## src/rtl/dec_entry_decoder.sv

```systemverilog
// dec_entry_decoder: decimal key entry to an 8-bit immediate; define DEC_ENTRY_DEBOUNCE_EN for per-key debounce
module dec_entry_decoder #(
  parameter int DEBOUNCE_CYCLES = 16,
  parameter int MAX_DIGITS = 3
) (
  input  logic       clock,
  input  logic       resetn,
  input  logic [3:0] digitIn,
  input  logic       keyPush,
  input  logic       keyEnter,
  input  logic       keyClear,
  output logic [7:0] immValue,
  output logic       immValid,
  output logic       overflow,
  output logic       badDigit,
  output logic [1:0] digitCount,
  output logic [9:0] entryValue
);
`ifdef DEC_ENTRY_DEBOUNCE_EN
  localparam bit DB_EN = 1'b1;
`else
  localparam bit DB_EN = 1'b0;
`endif
  typedef enum logic {IDLE, ENTRY} state_t;
  state_t state, state_n;
  logic [2:0] key, s1, s2, lvl, lvl_q, armed, ev;
  logic clr, ent, psh, accept, commit, reject;
  logic [9:0] acc_n;
  logic [1:0] cnt_n;
  logic [7:0] imm_n;
  logic ovf_n, valid_n, bad_n;
  assign key = {keyClear, keyEnter, keyPush};
  // armed stays low until a key is seen released, so a key held through reset yields no event
  always_ff @(posedge clock) begin
    if (!resetn) begin
      s1 <= '0;
      s2 <= '0;
      lvl_q <= '0;
      armed <= '0;
      ev <= '0;
    end else begin
      s1 <= key;
      s2 <= s1;
      lvl_q <= lvl;
      armed <= armed | (~key & ~lvl);
      ev <= lvl & ~lvl_q & armed;
    end
  end
  if (DB_EN && DEBOUNCE_CYCLES > 1) begin : g_db
    localparam int CW = $clog2(DEBOUNCE_CYCLES);
    for (genvar k = 0; k < 3; k++) begin : g_key
      logic [CW-1:0] cnt;
      logic lv;
      always_ff @(posedge clock) begin
        if (!resetn) begin
          cnt <= '0;
          lv <= 1'b0;
        end else if (s2[k] == lv) cnt <= '0;
        else if (cnt == CW'(DEBOUNCE_CYCLES - 1)) begin
          cnt <= '0;
          lv <= s2[k];
        end else cnt <= cnt + 1'b1;
      end
      assign lvl[k] = lv;
    end
  end else begin : g_nodb
    assign lvl = s2;
  end
  assign clr = ev[2];
  assign ent = ev[1] & ~ev[2];
  assign psh = ev[0] & ~ev[1] & ~ev[2];
  assign accept = psh && digitIn <= 4'd9 && digitCount < 2'(MAX_DIGITS);
  assign commit = ent && state == ENTRY && entryValue <= 10'd255;
  assign reject = ent && state == ENTRY && entryValue > 10'd255;
  always_ff @(posedge clock) begin
    if (!resetn) begin
      state <= IDLE;
      entryValue <= '0;
      digitCount <= '0;
      immValue <= '0;
      immValid <= 1'b0;
      badDigit <= 1'b0;
      overflow <= 1'b0;
    end else begin
      state <= state_n;
      entryValue <= acc_n;
      digitCount <= cnt_n;
      immValue <= imm_n;
      immValid <= valid_n;
      badDigit <= bad_n;
      overflow <= ovf_n;
    end
  end
  always_comb begin
    state_n = (clr || commit) ? IDLE : accept ? ENTRY : state;
  end
  always_comb begin
    acc_n = (clr || commit) ? 10'd0 :
            accept ? (entryValue << 3) + (entryValue << 1) + {6'd0, digitIn} : entryValue;
    cnt_n = (clr || commit) ? 2'd0 : accept ? digitCount + 2'd1 : digitCount;
    imm_n = commit ? entryValue[7:0] : immValue;
    ovf_n = (clr || commit) ? 1'b0 : reject ? 1'b1 : overflow;
    valid_n = commit;
    bad_n = psh && !accept;
  end
endmodule

```

## config.mk

```make
export PLATFORM = sky130hd
export DESIGN_NAME = dec_entry_decoder
export DESIGN_NICKNAME = d
export VERILOG_FILES = /design/src/rtl/dec_entry_decoder.sv
export SDC_FILE = /design/constraint.sdc
export NUM_CORES = 1
export LEC_CHECK = 0
export CAP_MARGIN = 20
export CORE_AREA = 2 2 58 60
export DETAILED_ROUTE_END_ITERATION = 10
export DIE_AREA = 0 0 60 62
export DONT_BUFFER_PORTS = 1
export GPL_ROUTABILITY_DRIVEN = 0
export GPL_TIMING_DRIVEN = 0
export MAX_ROUTING_LAYER = met4
export PLACE_DENSITY = 0.74
export SYNTH_ARGS = -nofsm -noshare
export SYNTH_HDL_FRONTEND = slang
export SYNTH_SLANG_ARGS = --single-unit
```

## constraint.sdc

```tcl
create_clock -name clock -period 3.5 [get_ports clock]
set_input_delay 0.7 -clock clock [delete_from_list [all_inputs] [get_ports clock]]
set_output_delay 0.7 -clock clock [all_outputs]
set_load 0.02 [all_outputs]
```

* After elaboration in Yosys (flattened, before gate mapping)
Index checks and enable logic that the tools add are counted.
** Word-level totals
- Output and inout bits :: 23
- Bits of input ports :: 9
- Bits in registers :: 39
- Logic and storage cells :: 41
** Cells by class
- $add $sub $neg :: 3
- Bitwise logic cells :: 13
- Reductions and logical operators :: 9
- Magnitude comparators :: 4
** Operators by type and width (number)
- $add A10 B10 Y10 :: 1
- $add A10 B4 Y10 :: 1
- $gt A10 B8 Y1 const B :: 1
- $le A10 B8 Y1 const B :: 1
- $and A3 B3 Y3 :: 3
- $not A3 Y3 :: 3
- $logic_and A1 B1 Y1 :: 6
- $le A4 B4 Y1 const B :: 1
- $and A1 B1 Y1 :: 3
- $not A1 Y1 :: 3
- $or A3 B3 Y3 :: 1
- $add A2 B1 Y2 const B :: 1
- $lt A2 B2 Y1 const B :: 1
- $reduce_or A2 Y1 :: 1
- $logic_not A1 Y1 :: 1
- $logic_or A1 B1 Y1 :: 1

* Depth between registers and ports, before layout
Gate-level depths: netlist of run 1.
- Depth in word-level cells :: 7
- Mapped depth :: 9
- Gate-level depth less buffers :: 9

* Worst setup path after synthesis of run 1
OpenSTA, ideal clock, no wires.
- Path type :: input-to-reg
- Start point :: input port digitIn[3]
- End point :: register entryValue[8]
- Cell stages on the path :: 9
- Required time :: 3.383 ns
- Path slack :: 0.806 ns
- Data arrival time :: 2.576 ns
- Cell sequence :: inv_1 > fa_1 > inv_1 > fa_1 > a211oi_1 > o21bai_1 > a21oi_1 > mux2i_1 > nand2_1
** Between the ends
- Word-level cells in the longest chain between the ends :: 3
- Elaborated cells on any way between the ends :: 4
** RTL lines
- start, declared :: line 8 : input logic [3:0] digitIn,
- branches (longest 3 deep; another with $add A10 B4 Y10)
- end signal, assigned :: line 86 : entryValue <= acc_n;
- end, declared :: line 17 : output logic [9:0] entryValue
Several ways; the timed one is not identified.
A chain may end at the register's enable or synchronous reset.

* Final worst setup path of run 1
- Start point :: register entryValue[0]
- End point :: register entryValue[9]
** Between the ends
- Word-level cells in the longest chain between the ends :: 4
- Elaborated cells on any way between the ends :: 6
** RTL lines
- branches (longest 4 deep; another with $add A10 B10 Y10)
Several ways; the timed one is not identified.

==> reports/results.tsv, run 1 <==
metric	value	unit
die_w	60	um
clock-sinks	39	
antenna_found_initial	0	
yosys_warnings	0	
ys_seq_area_share	46.05	%
top_usage_layer	met2	
wirelength	3.250	mm
viasPerCell	5.442	
grt_util_met2	32.76	%
powerDensity	433.3	nW/um2
drive_gt1_share	7.865	%
fin_crit	2.773	ns
yosys-top-cells-area	dfxtp_1 46%, ha_1 11%, nand2_1 4.4%	
worstPathRequired	3.73	ns
hold_viol	0	
cts_setup_buffers	0	
dp_hpwl	2.457	mm
critPathLaunchType	register	
grt_max_degree	14	
syn_area_per_cell	9.973	um2
p_leak	0.8298	nW
timing.fmax	360.7	MHz
wire_per_inst	14.51	um
grt_use_total	19.94	%
place_ws	0.6494	ns
crit_path_max_fanout	5	
min_path_type	register to register	
ys_ff_latch	39	
cts_made_buffers	5	
grt_use_met3	6.625	%
ioPinCount	32	
finalCritPeriodShare	79.22	%
slew_headroom	71.65	%
grt_pass1_wl	5.154	mm
met1_usage	22.71	%
outcome	finished clean	
start_util	53.33	%
cts_hold_buf	0	
timing.critical_path.arrival	3.00	ns
slew_violations	0	
yosysUniqueCellTypes	36	
drt_drc_violations_left	0	
crit_start	entryValue[0]$_SDFFE_PP0P_	
synthToLayoutAreaGrowth	8.709	%
syn_nets	196	
hold_depth	1	
fin_ws	0.7272	ns
fp-row-count	21	
die_h	62	um
antenna_left	0	
tightest_slew	0.4248	ns
cts_tree	built	
core_area	3179	um2
htree_num_levels	2	
min_from	s1[1]$_SDFF_PN0_	
grt_pass1_vias	1175	
clockBufferDepth	2	
drt_first_pass_iters	4	
setup-violations-final	0	
drv_cap	0	
yosysTopAreaCell	dfxtp_1	
cts-root-buf	clkbuf_4	
nNetsFinal	203	
post-synth-top-area-fraction	46.05	%
rr_startpoint	entryValue[0]$_SDFFE_PP0P_	
dieArea	3720	um2
clkTransAtPathRegs	0.12	ns
fin_worst_skew	0.007733	ns
vias	1219	
post_cts.resized_instances	0	
drtIter0Drc	40	
vdd_ir_drop_max	245.4	uV
rsz0062_at_grt	no	
worstSetupEndpointType	register	
synthCells	170	
gr-total-overflow	0	
critical_path_class	register to register	
fillers	283	
r2r_cells	9	
io_buffers	0	
fin_setup_tns	0	ns
diodes	0	
clkLatencyLatePin	0.34	ns
synth_area	1695	um2
## where the power goes
group	switching, W	total, W	leakage, nW	internal [W]
registers	0.00000456	0.000456	0.317	0.000452
logic	0.0000155	0.0000258	0.464	0.0000104
clock network	0.000144	0.000317	0.0489	0.000173
## metal layers
layer	up-vias	wire, um
li1	615	-
met1	552	1356
met2	45	1574
met3	7	261
met4	0	57
met5	-	0
## Yosys cell counts, drive strengths merged
| master | count |
|---|---|
| fa | 2 |
| dfxtp | 39 |
| or3 | 1 |
| o21ai | 3 |
| ha | 15 |
| a221oi | 1 |
| o21a | 4 |
| a211oi | 4 |
| nand3b | 1 |
| inv | 5 |
| nor2 | 12 |
| nand3 | 1 |
| a21o | 2 |
| and3b | 3 |
| nor2b | 1 |
| nor4b | 2 |
| nand4bb | 1 |
| mux2i | 2 |
| xor2 | 1 |
| and2 | 10 |
| a211o | 1 |
| o21bai | 3 |
| nand2b | 2 |
| nand2 | 20 |
| buf | 4 |
| a21oi | 11 |
| nor3 | 3 |
| and3 | 3 |
| xnor2 | 3 |
| a22o | 8 |
| clkbuf | 1 |
| o211ai | 1 |
## cell usage in the layout, fill, tap and decap left out, types with 2 or more instances in the layout
cell,instances
dfxtp_1,39
nand2_1,20
ha_1,15
nor2_1,11
a21oi_1,11
and2_1,10
a22o_1,8
inv_1,5
clkbuf_4,5
a211oi_1,4
o21a_1,4
o21ai_0,3
xnor2_1,3
nor3_1,3
and3_1,3
o21bai_1,3
and3b_1,3
nand2b_1,2
buf_2,2
mux2i_1,2
a21o_1,2
fa_1,2
## critical path, stage by stage, from the launching register on
cell and delay (ns):
dfxtp_1 0.55, inv_1 0.11, fa_1 0.51, inv_1 0.07, ha_1 0.33, a211oi_1 0.34, nor2_1 0.12, a221oi_1 0.38
nor2_1 0.10, nand3b_1 0.16
## cell families (layout without fill, tap and decap cells)
| family | after synthesis | in the layout | share of synthesized area, % |
|---|---|---|---|
| DFF | 39 | 39 | 46.05 |
| AOI/OAI and AO/OA | 38 | 38 | 15.50 |
| buffers and inverters | 10 | 18 | 3.026 |
| adders and majority gates | 17 | 17 | 13.43 |
| and+or+nand+nor | 60 | 60 | 18.75 |
| xor gates and xnor gates | 4 | 4 | 2.067 |
| muxes | 2 | 2 | 1.181 |
## stage by stage
stage / hold WS, ns / cells / power (W) / instance area [um2] / util (%)
5_1_grt: 0.4479 / 224 / 0.0008324 / 1843 / 57.97
4_1_cts: 0.4551 / 224 / 0.0008073 / 1843 / 57.97
2_1_floorplan: 0.4119 / 170 / 0.0004854 / 1695 / -
3_3_place_gp: 0.4158 / 216 / 0.0004902 / 1753 / 55.14
3_5_place_dp: 0.4257 / 216 / 0.0004925 / 1753 / 55.14
6_report: 0.4517 / 224 / 0.0007986 / 1843 / 57.97
## final timing paths
kind	slack (ns)	endpoint
worst max-delay path	0.73	entryValue[9]$_SDFFE_PP0P_
worst min-delay path	0.45	lvl[1]$_SDFF_PN0_
worst max register to register	0.73	entryValue[9]$_SDFFE_PP0P_
worst min register to register	0.45	lvl[1]$_SDFF_PN0_
## state kept, by name (all words and copies together), names as in the netlist, 2 cells and up
register	count
lvl	3
ev	3
digitCount	2
armed	3
lvl_q	3
entryValue	10
s1	3
immValue	8
## layout make-up
class                           instances  area (um2)  area share, %
Clock buffer                            6       51.30          2.783
Clock inverter                          2       38.79          2.105
Buffer                                  5       32.53          1.765
Multi-Input combinational cell        121       863.3          46.84
Sequential cell                        39       780.7          42.36
Tap cell                               46       57.56          3.123
Inverter                                5       18.77          1.018
Power figures use the tool's default switching activity.
==> inputs of run 2 (changes only) <==
==> constraint.sdc (replaced) <==
create_clock -name clock -period 2.7 [get_ports clock]
set_input_delay 0.54 -clock clock [delete_from_list [all_inputs] [get_ports clock]]
set_output_delay 0.54 -clock clock [all_outputs]
set_load 0.02 [all_outputs]
==> run 2 against run 1 <==
  * Global-route usage unchanged
  * Flip-flop and latch count stayed put
  * Non-clock buffer count is the same
  * Final area is 0.81% higher
  * Sequential share of layout area decreased by 0.073 points
  * Final cell count unchanged
  * Critical endpoint is now entryValue[8]$_SDFFE_PP0P_
  * Largest power group unchanged
  * Highest routed layer unchanged
==> reports/results.tsv, run 2 (synthesis results as in run 1) <==
metric	value	unit	change
drtIter0Drc	38		-5.0%
ioPinCount	32		unchanged
grt_use_total	19.94	%	unchanged
io_buffers	0		unchanged
layout_commonest_cell	dfxtp_1		
place_inst	216		unchanged
timing.fmax	389.7	MHz	+8.1%
crit_path_max_fanout	5		unchanged
drv_cap	0		unchanged
clockBufferDepth	2		unchanged
drive_gt1_share	10.11	%	+2.2 points
place_ws	-0.03325	ns	-0.6826 ns
nNetsFinal	203		unchanged
setup-violations-final	0		unchanged
critPathLaunchType	register		
worstSetupEndpointType	register		
viasPerCell	5.487		+0.82%
worstPathRequired	2.93	ns	-0.80 ns
hold_viol	0		unchanged
holdWs	0.3130	ns	-0.1387 ns
start_util	53.33	%	unchanged
slew_headroom	71.81	%	+0.16 points
drt_first_pass_iters	4		unchanged
final_cell_area	1858	um2	+0.81%
dieArea	3720	um2	unchanged
clkTransAtPathRegs	0.12	ns	about the same
diodes	0		unchanged
cts_tree	built		
fin_ws	0.1340	ns	-0.5932 ns
clkLatencyLatePin	0.34	ns	about the same
powerDensity	556.8	nW/um2	+28%
largest_register_ffs	10		unchanged
antenna_left	0		unchanged
vias	1229		+0.82%
fin_worst_skew	0.007548	ns	-0.0001843 ns
clock-sinks	39		unchanged
top_regs	entryValue (10), immValue (8)		
finalCritPeriodShare	95.04	%	+16 points
fin_crit	2.566	ns	-0.2068 ns
wire_per_inst	14.84	um	+2.3%
wirelength	3.324	mm	+2.3%
die_w	60	um	unchanged
outcome	finished clean		
final_cell_mix	37 x dfxtp_1, 20 x nand2_1, 15 x ha_1		
placed_area	1753	um2	unchanged
antenna_found_initial	0		unchanged
p_leak	0.8329	nW	+0.36%
vdd_ir_drop_max	315.4	uV	+29%
gr-total-overflow	0		unchanged
timing.critical_path.arrival	2.80	ns	-0.20 ns
drt_drc_violations_left	0		unchanged
synthToLayoutAreaGrowth	9.594	%	
dp_hpwl	2.457	mm	unchanged
cts-root-buf	clkbuf_4		
die_h	62	um	unchanged
slew_violations	0		unchanged
grt_pass1_wl	5.154	mm	unchanged
tightest_slew	0.4224	ns	-0.002471 ns
fp-row-count	21		unchanged
critical_path_class	register to register		
grt_max_degree	14		unchanged
fin_cells	224		unchanged
htree_num_levels	2		unchanged
cts_setup_buffers	0		unchanged
core_area	3179	um2	unchanged
grt_pass1_vias	1175		unchanged
min_path_type	input port to register		
top_register	entryValue		
cts_made_buffers	5		unchanged
==> run 2: cell counts in the layout (fill, tap and decap cells not counted) <==
No cell type changed its count.
==> run 2: per-stage QoR <==
step	total power [W]	utilization [%]	setup TNS (ns)
floorplan	0.0006292	-	0
global placement	0.0006354	55.14	0
detailed placement	0.0006385	55.14	-0.06633
CTS	0.001047	58.05	0
global route	0.001078	58.44	-0.005190
finish	0.001034	58.44	0
==> run 2: layout make-up <==
type	instances	area, um2
fill	278	1321
multi-input combinational	121	873.3
sequential	39	785.8
tap	46	57.56
clock buffer	6	51.30
clock inverter	2	38.79
buffer	5	32.53
inverter	5	18.77
==> run 2: routing by layer <==
metal  global-route usage, %  vias to the layer above  wire (um)  part of all wire (%)
li1                        -                      610          -                     -
met1                   22.71                      567       1361                    41
met2                   32.76                       43       1657                    50
met3                   6.625                        9        236                   7.1
met4                   7.302                        0         69                   2.1
met5                       -                        -          0                     0
==> run 2: worst paths after layout <==
kind	from	endpoint	slack, ns	cells past startpoint
worst max register to register	entryValue[2]$_SDFFE_PP0P_	entryValue[8]$_SDFFE_PP0P_	0.13	9
worst max-delay path	entryValue[2]$_SDFFE_PP0P_	entryValue[8]$_SDFFE_PP0P_	0.13	9
worst min-delay path	keyEnter	s1[1]$_SDFF_PN0_	0.31	1
worst min register to register	s1[1]$_SDFF_PN0_	lvl[1]$_SDFF_PN0_	0.45	1
==> run 2: power by group <==
group,switching (W),internal [W],total (W)
Clock,0.000186,0.000224,0.000410
Sequential,0.00000594,0.000585,0.000590
Combinational,0.0000204,0.0000136,0.0000341
==> run 2: worst max-delay path, cell delays in order (launching register included) <==
cell and delay [ns]:
dfxtp_2 0.46, inv_1 0.08, fa_1 0.48, inv_1 0.07, fa_1 0.49, a211oi_2 0.29, o21bai_1 0.12, a21oi_1 0.19
mux2i_1 0.21, nand2_1 0.07
==> run 2: repair_timing <==
| action | CTS | global route |
|---|---|---|
| gates resized for setup | 2 | 3 |
| gates cloned | 0 | 0 |
| hold buffers | 0 | 0 |
| endpoints found under the setup margin | 2 | 2 |
==> inputs of run 3 (changes only) <==
--- a/config.mk
+++ b/config.mk
@@ -6,14 +6,14 @@
 export NUM_CORES = 1
 export LEC_CHECK = 0
 export CAP_MARGIN = 20
-export CORE_AREA = 2 2 58 60
+export CORE_AREA = 2 2 79 81
 export DETAILED_ROUTE_END_ITERATION = 10
-export DIE_AREA = 0 0 60 62
+export DIE_AREA = 0 0 81 83
 export DONT_BUFFER_PORTS = 1
 export GPL_ROUTABILITY_DRIVEN = 0
 export GPL_TIMING_DRIVEN = 0
 export MAX_ROUTING_LAYER = met4
-export PLACE_DENSITY = 0.74
+export PLACE_DENSITY = 0.46
 export SYNTH_ARGS = -nofsm -noshare
 export SYNTH_HDL_FRONTEND = slang
 export SYNTH_SLANG_ARGS = --single-unit
==> run 3 against run 2 <==
  * Core utilization decreased by 25 points
  * Sequential share of layout area is 1.5 points lower
  * Setup slack better by 0.028 ns
  * Register-to-register slack gained 0.03 ns
  * Non-clock buffer count unchanged
  * Combinational power is essentially flat
  * Hold slack better by 0.054 ns
  * Final cell count up 13%
  * Clock skew about the same
  * First-iteration DRC count increased by 16%
  * Largest power group unchanged
  * Highest routed layer unchanged
==> reports/results.tsv, run 3 (synthesis results as in run 1) <==
metric	value	unit	change
worstPathRequired	2.88	ns	-0.05 ns
grt_max_degree	15		+1
rsz0062_at_grt	no		
powerDensity	581.2	nW/um2	+4.4%
final_cell_mix	37 x dfxtp_1, 20 x nand2_1, 15 x ha_1		
clock-sinks	39		unchanged
outcome	finished clean		
top_register	entryValue		
antenna_left	0		unchanged
diodes	0		unchanged
crit_path_max_fanout	5		unchanged
synthToLayoutAreaGrowth	13.14	%	
min_path_type	input port to register		
grt_use_total	11.40	%	-8.5 points
critPathLaunchType	register		
slew_violations	0		unchanged
nNetsFinal	203		unchanged
fin_ws	0.1625	ns	+0.02845 ns
cts_hold_buf	0		unchanged
grt_pass1_wl	5.637	mm	+9.4%
cts_tree	built		
worstSetupEndpointType	register		
finalCritPeriodShare	93.98	%	-1.1 points
vias	1206		-1.9%
place_inst	245		+13%
largest_register_ffs	10		unchanged
drv_cap	0		unchanged
dieArea	6723	um2	+81%
core_area	5816	um2	+83%
slew_headroom	70.30	%	-1.5 points
place_ws	-0.005221	ns	+0.02803 ns
cts_made_buffers	5		unchanged
clkLatencyLatePin	0.29	ns	-0.05 ns
clkTransAtPathRegs	0.08	ns	-0.04 ns
timing.fmax	394.1	MHz	+1.1%
fin_cells	253		+13%
die_h	83	um	+34%
top_regs	entryValue (10), immValue (8)		
p_leak	0.8406	nW	+0.92%
drive_gt1_share	10.11	%	unchanged
antenna_found_initial	0		unchanged
drt_drc_violations_left	0		unchanged
grt_pass1_vias	1155		-1.7%
hold_viol	0		unchanged
fin_worst_skew	0.007736	ns	+0.0001880 ns
vdd_ir_drop_max	286.7	uV	-9.1%
cts-root-buf	clkbuf_8		
ioPinCount	32		unchanged
die_w	81	um	+35%
tightest_slew	0.4450	ns	+0.02266 ns
clockBufferDepth	2		unchanged
setup-violations-final	0		unchanged
wire_per_inst	14.64	um	-1.3%
viasPerCell	4.767		-13%
start_util	29.15	%	-24 points
gr-total-overflow	0		unchanged
htree_num_levels	2		unchanged
fin_crit	2.538	ns	-0.02845 ns
wirelength	3.705	mm	+11%
final_core_util	32.98	%	-25 points
fp-row-count	28		+33%
drt_first_pass_iters	4		unchanged
io_buffers	0		unchanged
timing.critical_path.arrival	2.72	ns	-0.08 ns
drtIter0Drc	44		+16%
critical_path_class	register to register		
dp_hpwl	2.799	mm	+14%
layout_commonest_cell	dfxtp_1		
cts_setup_buffers	0		unchanged
run 3: cell types whose count changed in the layout (fill, tap and decap cells not counted), sizes merged:
cell,change
clkbuf,-1
clkinvlp,+1
run 3: final timing paths:
check | from | to | slack [ns] | cells past startpoint
max reg2reg | entryValue[0]$_SDFFE_PP0P_ | entryValue[8]$_SDFFE_PP0P_ | 0.16 | 9
min | keyClear | s1[2]$_SDFF_PN0_ | 0.37 | 1
max | entryValue[0]$_SDFFE_PP0P_ | entryValue[8]$_SDFFE_PP0P_ | 0.16 | 9
min reg2reg | s1[1]$_SDFF_PN0_ | lvl[1]$_SDFF_PN0_ | 0.44 | 1
run 3: worst max-delay path: stages, from the launching register on:
cell and delay (ns):
dfxtp_2 0.43, inv_1 0.08, fa_1 0.50, inv_1 0.06, fa_1 0.49, a211oi_2 0.29
o21bai_1 0.12, a21oi_1 0.18, mux2i_1 0.23, nand2_1 0.06
run 3: per-stage QoR:
step                      hold WS (ns)  total power (W)  instance area (um2)    TNS, ns
after CTS                       0.3600         0.001133                 1907          0
final                           0.3666         0.001115                 1918          0
after detailed placement        0.4183        0.0006387                 1789  -0.005221
after global placement          0.4176        0.0006370                 1789   -0.01551
after floorplan                 0.4119        0.0006292                 1695          0
after global routing            0.3639         0.001160                 1918          0
run 3: repair_timing:
action	4_1_cts	5_1_grt
setup endpoints to repair	1	2
resized for setup	2	2
cloned	0	0
run 3: power by group:
part | internal (W) | leakage, nW | switching [W] | total, W
combinational | 0.0000134 | 0.468 | 0.0000206 | 0.0000340
sequential | 0.000585 | 0.318 | 0.00000561 | 0.000591
clock | 0.000278 | 0.0548 | 0.000212 | 0.000490
total | 0.000877 | 0.841 | 0.000238 | 0.00111
run 3: layout make-up:
type                       instances  area [um2]
fill                             631        3897
multi-input combinational        121       874.6
sequential                        39       783.3
tap                               75       93.84
clock buffer                       5       68.82
clock inverter                     3       46.29
buffer                             5       32.53
inverter                           5       18.77
run 3: layer usage:
layer  up-vias  part of all wire, %  global-route usage, %
met5         -                    0                      -
met2        25                   47                  17.51
met1       562                   44                  12.66
met3         8                  6.5                  4.348
met4         0                  2.5                  6.009
li1        611                    -                      -
